File: config.mk
export PLATFORM = sky130hd
export DESIGN_NAME = mcu_bus_ctrl
export DESIGN_NICKNAME = d
export VERILOG_FILES = /design/src/rtl/mcu_bus_pkg.sv /design/src/rtl/mcu_bus_ctrl.sv
export SDC_FILE = /design/constraint.sdc
export NUM_CORES = 1
export LEC_CHECK = 0
export CAP_MARGIN = 20
export CORE_ASPECT_RATIO = 1.75
export CORE_MARGIN = 5
export CORE_UTILIZATION = 39
export DETAILED_ROUTE_END_ITERATION = 7
export GPL_ROUTABILITY_DRIVEN = 1
export HOLD_SLACK_MARGIN = 0.05
export PLACE_DENSITY_LB_ADDON = 0.08
export SLEW_MARGIN = 0
export SYNTH_ARGS = -nofsm -noshare
export SYNTH_HDL_FRONTEND = slang
export SYNTH_SLANG_ARGS = --single-unit
File: constraint.sdc
create_clock -name clk_in -period 1.8 [get_ports clk_in]
set_input_delay 0.18 -clock clk_in [delete_from_list [all_inputs] [get_ports clk_in]]
set_output_delay 0.18 -clock clk_in [all_outputs]
set_load 0.02 [all_outputs]
File: src/rtl/mcu_bus_pkg.sv
// Shared types and defaults for the CPU memory-bus controller.
// Holds the state encoding, region/error defaults and bus widths.
package mcu_bus_pkg;

  typedef enum logic [2:0] {
    IDLE,
    P_ISSUE,
    PERIPH_WAIT,
    MEM_WAIT,
    RESP
  } bus_state_t;

  localparam logic [3:0] PERIPH_NIBBLE_DEF = 4'hF;
  localparam logic [7:0] ERR_DATA_DEF      = 8'hFF;
  localparam int         PERIPH_ADDR_W     = 3;
  localparam int         CNT_W             = 8;

  function automatic logic is_periph(input logic [15:0] addr, input logic [3:0] nibble);
    return addr[15:12] == nibble;
  endfunction

endpackage

File: src/rtl/mcu_bus_ctrl.sv
// Single-outstanding CPU bus controller steering accesses to the peripheral block
// or the external memory port, with a saturating timeout that turns a hung slave into an error.
module mcu_bus_ctrl
  import mcu_bus_pkg::*;
#(
  parameter logic [3:0] PERIPH_NIBBLE = PERIPH_NIBBLE_DEF,
  parameter int         TIMEOUT       = 15,
  parameter logic [7:0] ERR_DATA      = ERR_DATA_DEF
) (
  input  logic                     clk_in,
  input  logic                     reset_n_in,
  input  logic [15:0]              cpu_addr_in,
  input  logic [7:0]               cpu_wdata_in,
  input  logic                     cpu_req_in,
  input  logic                     cpu_we_in,
  output logic [7:0]               cpu_rdata_out,
  output logic                     cpu_ack_out,
  output logic                     cpu_err_out,
  output logic [PERIPH_ADDR_W-1:0] periph_addr_out,
  output logic                     periph_addr_valid_out,
  output logic                     periph_write_en_out,
  output logic [7:0]               periph_wdata_out,
  input  logic [7:0]               periph_rdata_in,
  input  logic                     periph_data_valid_in,
  output logic [15:0]              mem_addr_out,
  output logic [7:0]               mem_wdata_out,
  output logic                     mem_we_out,
  output logic                     mem_req_out,
  input  logic [7:0]               mem_rdata_in,
  input  logic                     mem_ready_in
);

  localparam logic [CNT_W-1:0] TIMEOUT_CNT  = CNT_W'(TIMEOUT);
  localparam logic [CNT_W-1:0] TIMEOUT_LAST = CNT_W'(TIMEOUT - 1);

  bus_state_t       state_q, state_d;
  logic [15:0]      addr_q;
  logic [7:0]       wdata_q;
  logic             we_q;
  logic             load_ops;
  logic [CNT_W-1:0] cnt_q, cnt_d;
  logic [7:0]       rdata_q, rdata_d;
  logic             err_q, err_d;
  logic             ack_q;
  logic             pvalid_q;
  logic             pwe_q;
  logic             mreq_q;

  // Next-state and response-data decode; rdata/err only move when heading into RESP.
  always_comb begin
    state_d  = state_q;
    cnt_d    = cnt_q;
    rdata_d  = rdata_q;
    err_d    = err_q;
    load_ops = 1'b0;

    case (state_q)
      IDLE: begin
        if (cpu_req_in) begin
          load_ops = 1'b1;
          cnt_d    = '0;
          state_d  = is_periph(cpu_addr_in, PERIPH_NIBBLE) ? P_ISSUE : MEM_WAIT;
        end
      end

      P_ISSUE: begin
        if (we_q) begin
          err_d   = 1'b0;
          state_d = RESP;
        end else begin
          state_d = PERIPH_WAIT;
        end
      end

      PERIPH_WAIT: begin
        if (periph_data_valid_in) begin
          rdata_d = periph_rdata_in;
          err_d   = 1'b0;
          state_d = RESP;
        end else if (cnt_q >= TIMEOUT_LAST) begin
          cnt_d   = TIMEOUT_CNT;
          rdata_d = ERR_DATA;
          err_d   = 1'b1;
          state_d = RESP;
        end else begin
          cnt_d = cnt_q + 1'b1;
        end
      end

      // Ready is checked before the timeout so a last-cycle completion still succeeds.
      MEM_WAIT: begin
        if (mem_ready_in) begin
          if (!we_q) begin
            rdata_d = mem_rdata_in;
          end
          err_d   = 1'b0;
          state_d = RESP;
        end else if (cnt_q >= TIMEOUT_LAST) begin
          cnt_d   = TIMEOUT_CNT;
          rdata_d = ERR_DATA;
          err_d   = 1'b1;
          state_d = RESP;
        end else begin
          cnt_d = cnt_q + 1'b1;
        end
      end

      RESP: begin
        cnt_d   = '0;
        state_d = IDLE;
      end

      default: begin
        cnt_d   = '0;
        state_d = IDLE;
      end
    endcase
  end

  always_ff @(posedge clk_in or negedge reset_n_in) begin
    if (!reset_n_in) begin
      state_q <= IDLE;
      cnt_q   <= '0;
      rdata_q <= '0;
      err_q   <= 1'b0;
    end else begin
      state_q <= state_d;
      cnt_q   <= cnt_d;
      rdata_q <= rdata_d;
      err_q   <= err_d;
    end
  end

  always_ff @(posedge clk_in or negedge reset_n_in) begin
    if (!reset_n_in) begin
      addr_q  <= '0;
      wdata_q <= '0;
      we_q    <= 1'b0;
    end else if (load_ops) begin
      addr_q  <= cpu_addr_in;
      wdata_q <= cpu_wdata_in;
      we_q    <= cpu_we_in;
    end
  end

  // Strobes are flopped from the upcoming state so the slaves never see decode glitches.
  always_ff @(posedge clk_in or negedge reset_n_in) begin
    if (!reset_n_in) begin
      ack_q    <= 1'b0;
      pvalid_q <= 1'b0;
      pwe_q    <= 1'b0;
      mreq_q   <= 1'b0;
    end else begin
      ack_q    <= (state_d == RESP);
      pvalid_q <= (state_d == P_ISSUE);
      pwe_q    <= (state_d == P_ISSUE) && cpu_we_in;
      mreq_q   <= (state_d == MEM_WAIT);
    end
  end

  assign cpu_rdata_out         = rdata_q;
  assign cpu_ack_out           = ack_q;
  assign cpu_err_out           = err_q;
  assign periph_addr_out       = addr_q[PERIPH_ADDR_W-1:0];
  assign periph_addr_valid_out = pvalid_q;
  assign periph_write_en_out   = pwe_q;
  assign periph_wdata_out      = wdata_q;
  assign mem_addr_out          = addr_q;
  assign mem_wdata_out         = wdata_q;
  assign mem_we_out            = we_q;
  assign mem_req_out           = mreq_q;

endmodule

==> metrics.md, run 1 <==
| Metric | Value |
|---|---|
| Net Sw Power | ~0.0021 W |
| Critical path launch point type | flip-flop |
| Register clock-pin slew on the reported worst setup and hold paths | 0.09 ns |
| Layout cells sized above 1 | around 18% |
| Sequential Power Share | 32.8% |
| Core area | between 5000 and 6000 um^2 |
| Yosys warns | 0 |
| Net Count, Synth | approximately 250 |
| PwrDens | approximately 1700 nW/um^2 |
| Synth area leaders | dfrtp_1 52%, mux2_2 9.6%, buf_4 3.8%, nand2_1 3.4%, mux2i_1 3.0% |
| Period utilization | 93.9% |
| Final Slew Violations | 0 |
| H-tree depth | 2 |
| Area of the multi-input gates | around 950 um^2 |
| Worst r2r dst | cnt_q[5] |
| RR Startpoint | state_q[0] |
| Power Total | about 0.0058 W |
| Tightest Pin Transition | approximately 0.58 ns |
| Fin crit period | ~1.7 ns |
| Hold Vio Cnt, Final | 0 |
| GP Congestion | 0.828 |
| Post-route DRC violation count | 0 |
| Post-DR vias/cell | 4.85 |
| Post-route ant nets | 0 |
| CTS tree | yes |
| Combinational power share | between 50 and 60% |
| Skew-Pair Late Insertion Delay | approximately 0.29 ns |
| Synth unique cells | 38 |
| Yosys top cell area share | 52.3% |
| Die width | slightly below 70 um |
| Yosys top cell by area | dfrtp_1 |
| Clock share of power | between 10% and 20% |
| Top Ports | 95 |
| Cells after synthesis | 200 |
| Mapped Avg Cell Area | approximately 12 um^2 |
| Worst-path maximum fanout | 6 |
| Global Route Usage Sum | around 15% |
| Setup TNS | 0 ns |
| Post-CTS setup buffers | 0 |
| First-pass GRT wire length | approximately 9 mm |
| Fin area | about 3500 um^2 |
| Dominant synthesized flop cell | dfrtp_1 |
| Maximum VDD drop | between 0.0006 and 0.0007 V |
| Int Pwr | ~0.0036 W |
| Fillers | between 500 and 600 |
| Setup CP Type | flip-flop to flip-flop |
| Mapped Area | 2340 um^2 |
| Worst Path Arrival | 1.90 ns |
| Initial DRC count | 37 |
| Placed wire-length estimate | ~4.5 mm |
| Nets | roughly 350 |
| CTS max path bufs | 2 |
| Largest net degree at the start of global routing | 28 |
| CTS Sinks | approximately 50 |
| Ys async rst share | 100% |
| Area Growth Syn to Fin | 48.6% |
| Min-Delay Path Class | primary input to asynchronous set/reset pin |
| Initial core utilization | between 30% and 40% |
| Placed Area | about 3400 um^2 |
| Antenna violations before repair | 0 |
| Max Freq | just under 600 MHz |
| Drt total wl | roughly 5.5 mm |
| TritonCTS buffer count | 5 |
| First-pass DRT Iterations | 4 |
| Worst slew margin relative to its limit | 61.4% |
| #FFs+latches synth | 49 |
| Worst setup startpoint | state_q[0] |
| Post-synth EDFFs | 0 |
| WL/cell | about 15 um |
| Lkg Pwr | between 1 and 1.5 nW |
| Seq/Total Area, Yosys | 52.3% |
| CP required | between 2 and 2.5 ns |
| FF+latch area | 1230 um^2 |
| Final Skew | roughly 0.0063 ns |
| Ant diodes | 0 |
| Vias in the first global route | about 1900 |
| Die height | 113 um |
| GRT overflow | 0 |
| Routed vias | approximately 1800 |
| Status | finished, final reports clean |
| Net Sw Frac | 37.0% |
| Unrepaired setup endpoints after global routing | false |
| CP Capture Type | flip-flop |
| Clk root buf | clkbuf_8 |
| Port-buffer cells | 94 |
| R2r setup slk | about 0.11 ns |
| Max cap viols | 0 |
| # rows | 37 |
| Setup violators final | 0 |
| Reg2Reg Depth | 5 |
| DIE AREA | 7720 um^2 |
area by class of cell:
type / instances / area share [%]
clock inverter: 1 / 0.862
inverter: 7 / 0.754
sequential: 49 / 35.2
multi-input combinational: 124 / 27.1
tap: 78 / 2.80
clock buffer: 7 / 2.48
timing repair buffer: 110 / 30.7
synth_stat cells (all sizes together) (2+ instances only):
| cell | number |
|---|---|
| nand2 | 21 |
| nand3b | 2 |
| ha | 2 |
| a21oi | 11 |
| buf | 18 |
| o21a | 8 |
| dfrtp | 49 |
| inv | 7 |
| nor3b | 2 |
| o21ai | 9 |
| clkbuf | 2 |
| o22a | 7 |
| nor4b | 2 |
| mux2 | 25 |
| nor2 | 8 |
| nor3 | 2 |
| nand2b | 2 |
| and2 | 3 |
| mux2i | 8 |
worst max-delay path, stage by stage (launching register included):
cell and delay (ns):
dfrtp_2 0.47, buf_4 0.18, nor3b_2 0.23, a211oi_4 0.08, or4_1 0.48, a21oi_1 0.17
kinds of logic after synthesis:
kind of cell / after synthesis / synth area share (%)
fa+ha+maj: 2 / 1.07
mux: 33 / 16.0
flops: 49 / 52.3
compound gates: 41 / 12.2
simple gates: 48 / 11.2
buf+inv: 27 / 7.36
worst max path at each step:
stage / endpoint / slack [ns] / cells past startpoint
after CTS: cnt_q[5] / 0.07 / 5
after floorplan: mem_addr_out[0] / 0.12 / 4
after global placement: cpu_rdata_out[1] / 0.13 / 6
final: cnt_q[5] / 0.11 / 5
after global routing: cnt_q[5] / 0.0004 / 5
after detailed placement: cnt_q[5] / 0.06 / 5
through the flow:
stage / utilization (%) / std cells / hold slack, ns / worst slack, ns
floorplan: - / 200 / -0.116 / 0.121
global placement: 57.1 / 367 / 0.207 / 0.127
finish: 59.3 / 376 / 0.411 / 0.110
CTS: 59.2 / 376 / 0.434 / 0.0705
detailed placement: 57.1 / 367 / 0.215 / 0.0622
global route: 59.3 / 376 / 0.453 / 0.000392
metal layers:
layer / part of all wire (%) / wire (um) / vias up / global-route usage (%)
li1: - / - / 878 / -
met1: 38 / 2080 / 858 / 16.5
met2: 51 / 2840 / 76 / 26.7
met3: 8.5 / 467 / 12 / 4.10
met4: 2.3 / 127 / 0 / 5.31
met5: 0 / 0 / - / 0
power groups by stage:
stage / registers, W / logic [W] / clock network (W)
6_report: 0.00189 / 0.00309 / 0.000790
5_1_grt: 0.00195 / 0.00329 / 0.000858
4_1_cts: 0.00189 / 0.00313 / 0.000824
3_5_place_dp: 0.00191 / 0.00313 / 0
3_3_place_gp: 0.00191 / 0.00309 / 0
2_1_floorplan: 0.00233 / 0.00138 / 0
placed cells by master, fill, tap and decap left out, types with 2 or more instances in the layout:
cell / n
and2_2: 3
a21oi_1: 11
dfrtp_1: 48
nor3_1: 2
o22a_1: 7
nand2_1: 21
inv_1: 7
mux2_1: 5
o21a_1: 8
mux2_2: 20
clkdlybuf4s50_1: 93
nand2b_1: 2
buf_4: 14
mux2i_1: 7
clkbuf_8: 6
o21ai_0: 8
nor2_1: 8
ha_1: 2
nand3b_1: 2
registers in the layout, indices dropped and copies added, names as in the netlist, 3 cells and up:
name	count
mem_wdata_out	8
cpu_rdata_out	8
cnt_q	8
state_q	3
mem_addr_out	16
repair_timing:
item | in CTS | in global routing
gates resized for setup | 0 | 1
hold buffers | 1 | 0
hold endpoints to repair | 23 | 0
setup endpoints to repair | 0 | 1
Power figures use the tool's default switching activity.
==> inputs of run 2 (changes only) <==
--- a/config.mk
+++ b/config.mk
@@ -8,7 +8,7 @@
 export CAP_MARGIN = 20
 export CORE_ASPECT_RATIO = 1.75
 export CORE_MARGIN = 5
-export CORE_UTILIZATION = 39
+export CORE_UTILIZATION = 46
 export DETAILED_ROUTE_END_ITERATION = 7
 export GPL_ROUTABILITY_DRIVEN = 1
 export HOLD_SLACK_MARGIN = 0.05
==> constraint.sdc (replaced) <==
create_clock -name clk_in -period 2.1 [get_ports clk_in]
set_input_delay 0.21 -clock clk_in [delete_from_list [all_inputs] [get_ports clk_in]]
set_output_delay 0.21 -clock clk_in [all_outputs]
set_load 0.02 [all_outputs]
==> metrics.md, run 2 (synthesis results as in run 1) <==
| Metric | Value |
|---|---|
| Status | finished, final reports clean (unchanged) |
| Drt total wl | 5.30 mm (was 5.51 mm) |
| Max Freq | 555 MHz (was 592 MHz) |
| Layout cells sized above 1 | 15.2% (was 17.8%) |
| Post-DR vias/cell | 5.25 (was 4.85) |
| Skew-Pair Late Insertion Delay | 0.30 ns (was 0.29 ns) |
| Hold Vio Cnt, Final | 0 (unchanged) |
| Post-Layout Cell Count | 343 (was 376) |
| Global Route Usage Sum | 17.1% (was 15.1%) |
| Initial core utilization | 47.1% (was 39.9%) |
| Antenna violations before repair | 0 (unchanged) |
| Post-route DRC violation count | 0 (unchanged) |
| Maximum VDD drop | 0.00102 V (was 0.000619 V) |
| Final core utilization | 67.6% (was 59.3%) |
| Placed Area | 3270 um^2 (was 3360 um^2) |
| Top Ports | 95 (unchanged) |
| Ant diodes | 0 (unchanged) |
| Unrepaired setup endpoints after global routing | false (unchanged) |
| Final Skew | 0.00756 ns (was 0.00632 ns) |
| Resize count post-CTS | 0 (unchanged) |
| Worst r2r dst | cnt_q[5] (unchanged) |
| TritonCTS buffer count | 5 (unchanged) |
| RR Startpoint | state_q[0] (unchanged) |
| Fillers | 427 (was 532) |
| Core area | 4980 um^2 (was 5880 um^2) |
| Worst slew margin relative to its limit | 60.2% (was 61.4%) |
| Worst-path maximum fanout | 9 (was 6) |
| Lkg Pwr | 1.44 nW (was 1.50 nW) |
| Vias in the first global route | 1956 (was 1925) |
| Reg2Reg Depth | 4 (was 5) |
| Nets | 337 (was 345) |
| First-pass DRT Iterations | 4 (unchanged) |
| Worst setup startpoint | state_q[0] (unchanged) |
| CP Capture Type | flip-flop (unchanged) |
| Final Slew Violations | 0 (unchanged) |
| Fin area | 3370 um^2 (was 3480 um^2) |
| Largest net degree at the start of global routing | 29 (was 28) |
| Period utilization | 85.8% (was 93.9%) |
| GP Congestion | 0.764 (was 0.828) |
| Initial DRC count | 26 (was 37) |
| CTS max path bufs | 2 (unchanged) |
| Die width | 64.0 um (was 68.6 um) |
| FF+latch area | 1230 um^2 (about the same) |
| CP required | 2.32 ns (was 2.01 ns) |
| Min-Delay Path Class | primary input to asynchronous set/reset pin (unchanged) |
| Placed wire-length estimate | 4.16 mm (was 4.46 mm) |
| PwrDens | 1410 nW/um^2 (was 1660 nW/um^2) |
| CTS tree | yes (unchanged) |
| Most frequent cells in the layout | 93 x clkdlybuf4s50_1, 49 x dfrtp_1, 21 x nand2_1 (was 93 x clkdlybuf4s50_1, 48 x dfrtp_1, 21 x nand2_1) |
| Pre-CTS setup slack | 0.276 ns (was 0.0622 ns) |
| Setup WS post-layout | 0.298 ns (was 0.110 ns) |
| H-tree depth | 2 (unchanged) |
| Setup violators final | 0 (unchanged) |
| WL/cell | 15.5 um (was 14.7 um) |
| Commonest non-fill, non-tap cell in the layout | clkdlybuf4s50_1 (unchanged) |
| # rows | 34 (was 37) |
| Worst Path Arrival | 2.03 ns (was 1.90 ns) |
| DIE AREA | 6680 um^2 (was 7720 um^2) |
| First-pass GRT wire length | 9.13 mm (was 9.05 mm) |
| Setup TNS | 0 ns (unchanged) |
| Routed vias | 1801 (was 1824) |
| Port-buffer cells | 94 (unchanged) |
| Post-route ant nets | 0 (unchanged) |
| Area Growth Syn to Fin | 43.6% (was 48.6%) |
| Area of the multi-input gates | 946 um^2 (unchanged) |
| GRT overflow | 0 (unchanged) |
| Die height | 104 um (was 113 um) |
| R2r setup slk | 0.30 ns (was 0.11 ns) |
| Setup CP Type | flip-flop to flip-flop (unchanged) |
| Tightest Pin Transition | 0.597 ns (was 0.578 ns) |
| Fin crit period | 1.80 ns (was 1.69 ns) |
| Clk root buf | clkbuf_8 (unchanged) |
| Critical path launch point type | flip-flop (unchanged) |
| Register clock-pin slew on the reported worst setup and hold paths | 0.09 ns (about the same) |
| CTS Sinks | 49 (unchanged) |
| Largest register FFs | 16 (unchanged) |
| Dpl cells | 335 (was 367) |
| Max cap viols | 0 (unchanged) |
[run 2: cell types whose count changed in the layout (fill, tap and decap cells not counted)]
cell / before / now
bufinv_16: 1 / 0
dfrtp_2: 1 / 0
clkinvlp_4: 0 / 1
dfrtp_1: 48 / 49
clkbuf_1: 1 / 0
buf_4: 14 / 6
[run 2: area by class of cell]
| class | instances | area share (%) |
|---|---|---|
| Sequential cell | 49 | 36.4 |
| Multi-Input combinational cell | 124 | 28.1 |
| Clock buffer | 6 | 2.45 |
| Tap cell | 54 | 2.01 |
| Clock inverter | 1 | 0.223 |
| Inverter | 7 | 0.780 |
| Timing Repair Buffer | 102 | 30.0 |
[run 2: per-layer routing]
| layer | wire [um] | GRT usage, % |
|---|---|---|
| met1 | 1920 | 18.9 |
| met2 | 2870 | 29.7 |
| met3 | 420 | 5.51 |
| met4 | 95 | 5.94 |
| met5 | 0 | 0 |
[run 2: per-stage QoR]
stage | power, W | hold WS [ns]
global placement | 0.00419 | 0.253
finish | 0.00475 | 0.441
floorplan | 0.00318 | -0.0856
detailed placement | 0.00424 | 0.258
CTS | 0.00482 | 0.466
global route | 0.00506 | 0.501
[run 2: critical path: stages, from the launching register on]
cell,delay [ns]
dfrtp_1,0.61
mux2i_4,0.37
a211oi_4,0.12
or4_1,0.48
a21oi_1,0.15
[run 2: repair_timing]
item                                    in CTS  in global routing
buffers inserted                             0                  0
hold endpoints to repair                    26                  0
endpoints found under the setup margin       0                  0
hold buffers                                 1                  0
[run 2: worst max-delay path by stage]
stage / end / depth (start not counted)
after global routing: periph_write_en_out / 6
after CTS: periph_write_en_out / 6
after detailed placement: periph_write_en_out / 6
after floorplan: mem_addr_out[0] / 4
after global placement: cnt_q[5] / 4
final: cnt_q[5] / 4
[run 2: power breakdown]
| part | switching (W) | internal [W] | total, W |
|---|---|---|---|
| logic | 0.00121 | 0.00133 | 0.00254 |
| clock network | 0.000293 | 0.000261 | 0.000554 |
| registers | 0.000316 | 0.00133 | 0.00165 |
==> inputs of run 3 (changes only) <==
--- a/config.mk
+++ b/config.mk
@@ -8,7 +8,8 @@
 export CAP_MARGIN = 20
 export CORE_ASPECT_RATIO = 1.75
 export CORE_MARGIN = 5
-export CORE_UTILIZATION = 46
+export CORE_UTILIZATION = 45
+export CTS_CLUSTER_SIZE = 10
 export DETAILED_ROUTE_END_ITERATION = 7
 export GPL_ROUTABILITY_DRIVEN = 1
 export HOLD_SLACK_MARGIN = 0.05
==> metrics.md, run 3 (synthesis results as in run 1) <==
| Metric | Value |
|---|---|
| Status | finished, final reports clean (unchanged) |
| GRT overflow | 0 (unchanged) |
| PwrDens | 1400 nW/um^2 (was 1410 nW/um^2) |
| Largest register FFs | 16 (unchanged) |
| Commonest non-fill, non-tap cell in the layout | clkdlybuf4s50_1 (unchanged) |
| Setup WS post-layout | 0.279 ns (was 0.298 ns) |
| Global Route Usage Sum | 15.7% (was 17.1%) |
| DIE AREA | 6810 um^2 (was 6680 um^2) |
| CP required | 2.29 ns (was 2.32 ns) |
| Most frequent cells in the layout | 93 x clkdlybuf4s50_1, 49 x dfrtp_1, 21 x nand2_1 (unchanged) |
| Critical path launch point type | flip-flop (unchanged) |
| Largest net degree at the start of global routing | 29 (unchanged) |
| Setup TNS | 0 ns (unchanged) |
| Period utilization | 86.7% (was 85.8%) |
| Worst-path maximum fanout | 10 (was 9) |
| Post-route DRC violation count | 0 (unchanged) |
| First-pass GRT wire length | 8.56 mm (was 9.13 mm) |
| Antenna violations before repair | 0 (unchanged) |
| Initial DRC count | 38 (was 26) |
| Area Growth Syn to Fin | 43.1% (was 43.6%) |
| Vias in the first global route | 1851 (was 1956) |
| Die width | 64.6 um (was 64.0 um) |
| Pre-CTS setup slack | 0.271 ns (was 0.276 ns) |
| CTS tree | yes (unchanged) |
| Max cap viols | 0 (unchanged) |
| Dpl cells | 335 (unchanged) |
| Resize count post-CTS | 0 (unchanged) |
| Post-route ant nets | 0 (unchanged) |
| Post-Layout Cell Count | 344 (was 343) |
| Layout cells sized above 1 | 15.5% (was 15.2%) |
| CP Capture Type | flip-flop (unchanged) |
| Initial core utilization | 46.7% (was 47.1%) |
| H-tree depth | 2 (unchanged) |
| Fin crit period | 1.82 ns (was 1.80 ns) |
| Final core utilization | 66.8% (was 67.6%) |
| Worst slew margin relative to its limit | 58.9% (was 60.2%) |
| Final Slew Violations | 0 (unchanged) |
| GP Congestion | 0.770 (was 0.764) |
| CTS max path bufs | 2 (unchanged) |
| WL/cell | 14.8 um (was 15.5 um) |
| Routed vias | 1803 (was 1801) |
| R2r setup slk | 0.28 ns (was 0.30 ns) |
| Final Skew | 0.00851 ns (was 0.00756 ns) |
| Setup violators final | 0 (unchanged) |
| TritonCTS buffer count | 5 (unchanged) |
| Nets | 337 (unchanged) |
| Core area | 5020 um^2 (was 4980 um^2) |
| Max Freq | 549 MHz (was 555 MHz) |
| Unrepaired setup endpoints after global routing | false (unchanged) |
| Reg2Reg Depth | 4 (unchanged) |
| Die height | 105 um (was 104 um) |
| Worst Path Arrival | 2.01 ns (was 2.03 ns) |
| Min-Delay Path Class | primary input to asynchronous set/reset pin (unchanged) |
| # rows | 34 (unchanged) |
| RR Startpoint | state_q[0] (unchanged) |
| Post-DR vias/cell | 5.24 (was 5.25) |
| Skew-Pair Late Insertion Delay | 0.30 ns (about the same) |
| Hold Vio Cnt, Final | 0 (unchanged) |
| Top Ports | 95 (unchanged) |
| Maximum VDD drop | 0.000847 V (was 0.00102 V) |
| Tightest Pin Transition | 0.616 ns (was 0.597 ns) |
| Port-buffer cells | 94 (unchanged) |
| Lkg Pwr | 1.44 nW (about the same) |
| Clk root buf | clkbuf_8 (unchanged) |
| Fillers | 421 (was 427) |
| Worst r2r dst | cpu_rdata_out[0] (was cnt_q[5]) |
| Drt total wl | 5.09 mm (was 5.30 mm) |
| Register clock-pin slew on the reported worst setup and hold paths | 0.09 ns (about the same) |
| Setup CP Type | flip-flop to flip-flop (unchanged) |
| First-pass DRT Iterations | 4 (unchanged) |
| CTS Sinks | 49 (unchanged) |
| Placed wire-length estimate | 4.06 mm (was 4.16 mm) |
| Ant diodes | 0 (unchanged) |
[run 3: how the worst max path moves through the flow]
stage                                endpoint  slack [ns]  cells past startpoint       start
after global placement       cpu_rdata_out[0]        0.29                      4  state_q[0]
after CTS                    cpu_rdata_out[0]        0.27                      4  state_q[0]
after floorplan               mem_addr_out[0]        0.42                      4  state_q[2]
after detailed placement     cpu_rdata_out[6]        0.27                      4  state_q[0]
final                        cpu_rdata_out[0]        0.28                      4  state_q[0]
after global routing      periph_write_en_out        0.14                      4  state_q[1]
[run 3: report_power, final]
part	internal (W)	switching [W]	total, W
Clock	0.000237	0.000317	0.000553
Combinational	0.00132	0.00120	0.00252
Sequential	0.00133	0.000297	0.00163
[run 3: worst max-delay path, stage by stage (launching register included)]
cell	delay [ns]
dfrtp_1	0.60
nand3b_1	0.49
mux2i_1	0.26
o21a_1	0.20
o22a_1	0.16
[run 3: routing by layer]
metal	GRT usage (%)	part of all wire, %	up-vias
li1	-	-	863
met1	18.2	40	867
met2	28.5	53	67
met3	4.26	6.6	6
met4	3.63	1.1	0
met5	0	0	-
[run 3: metrics by stage]
stage,hold WS [ns],total power [W],cell area [um^2]
after floorplan,-0.0856,0.00318,2340
after global placement,0.257,0.00417,3250
after detailed placement,0.268,0.00420,3250
after CTS,0.466,0.00477,3350
after global routing,0.488,0.00499,3350
final,0.445,0.00470,3350
[run 3: layout make-up]
type | count | area (um^2) | area share [%]
Inverter | 7 | 26.3 | 0.783
Clock inverter | 3 | 21.3 | 0.634
Sequential cell | 49 | 1230 | 36.6
Clock buffer | 5 | 68.8 | 2.05
Multi-Input combinational cell | 124 | 946 | 28.2
Tap cell | 54 | 67.6 | 2.01
Timing Repair Buffer | 102 | 998 | 29.8
[run 3: repair_timing]
item                                   in CTS  in global routing
setup buffers                               0                  0
endpoints found under the hold margin      26                  0
hold buffers                                1                  0
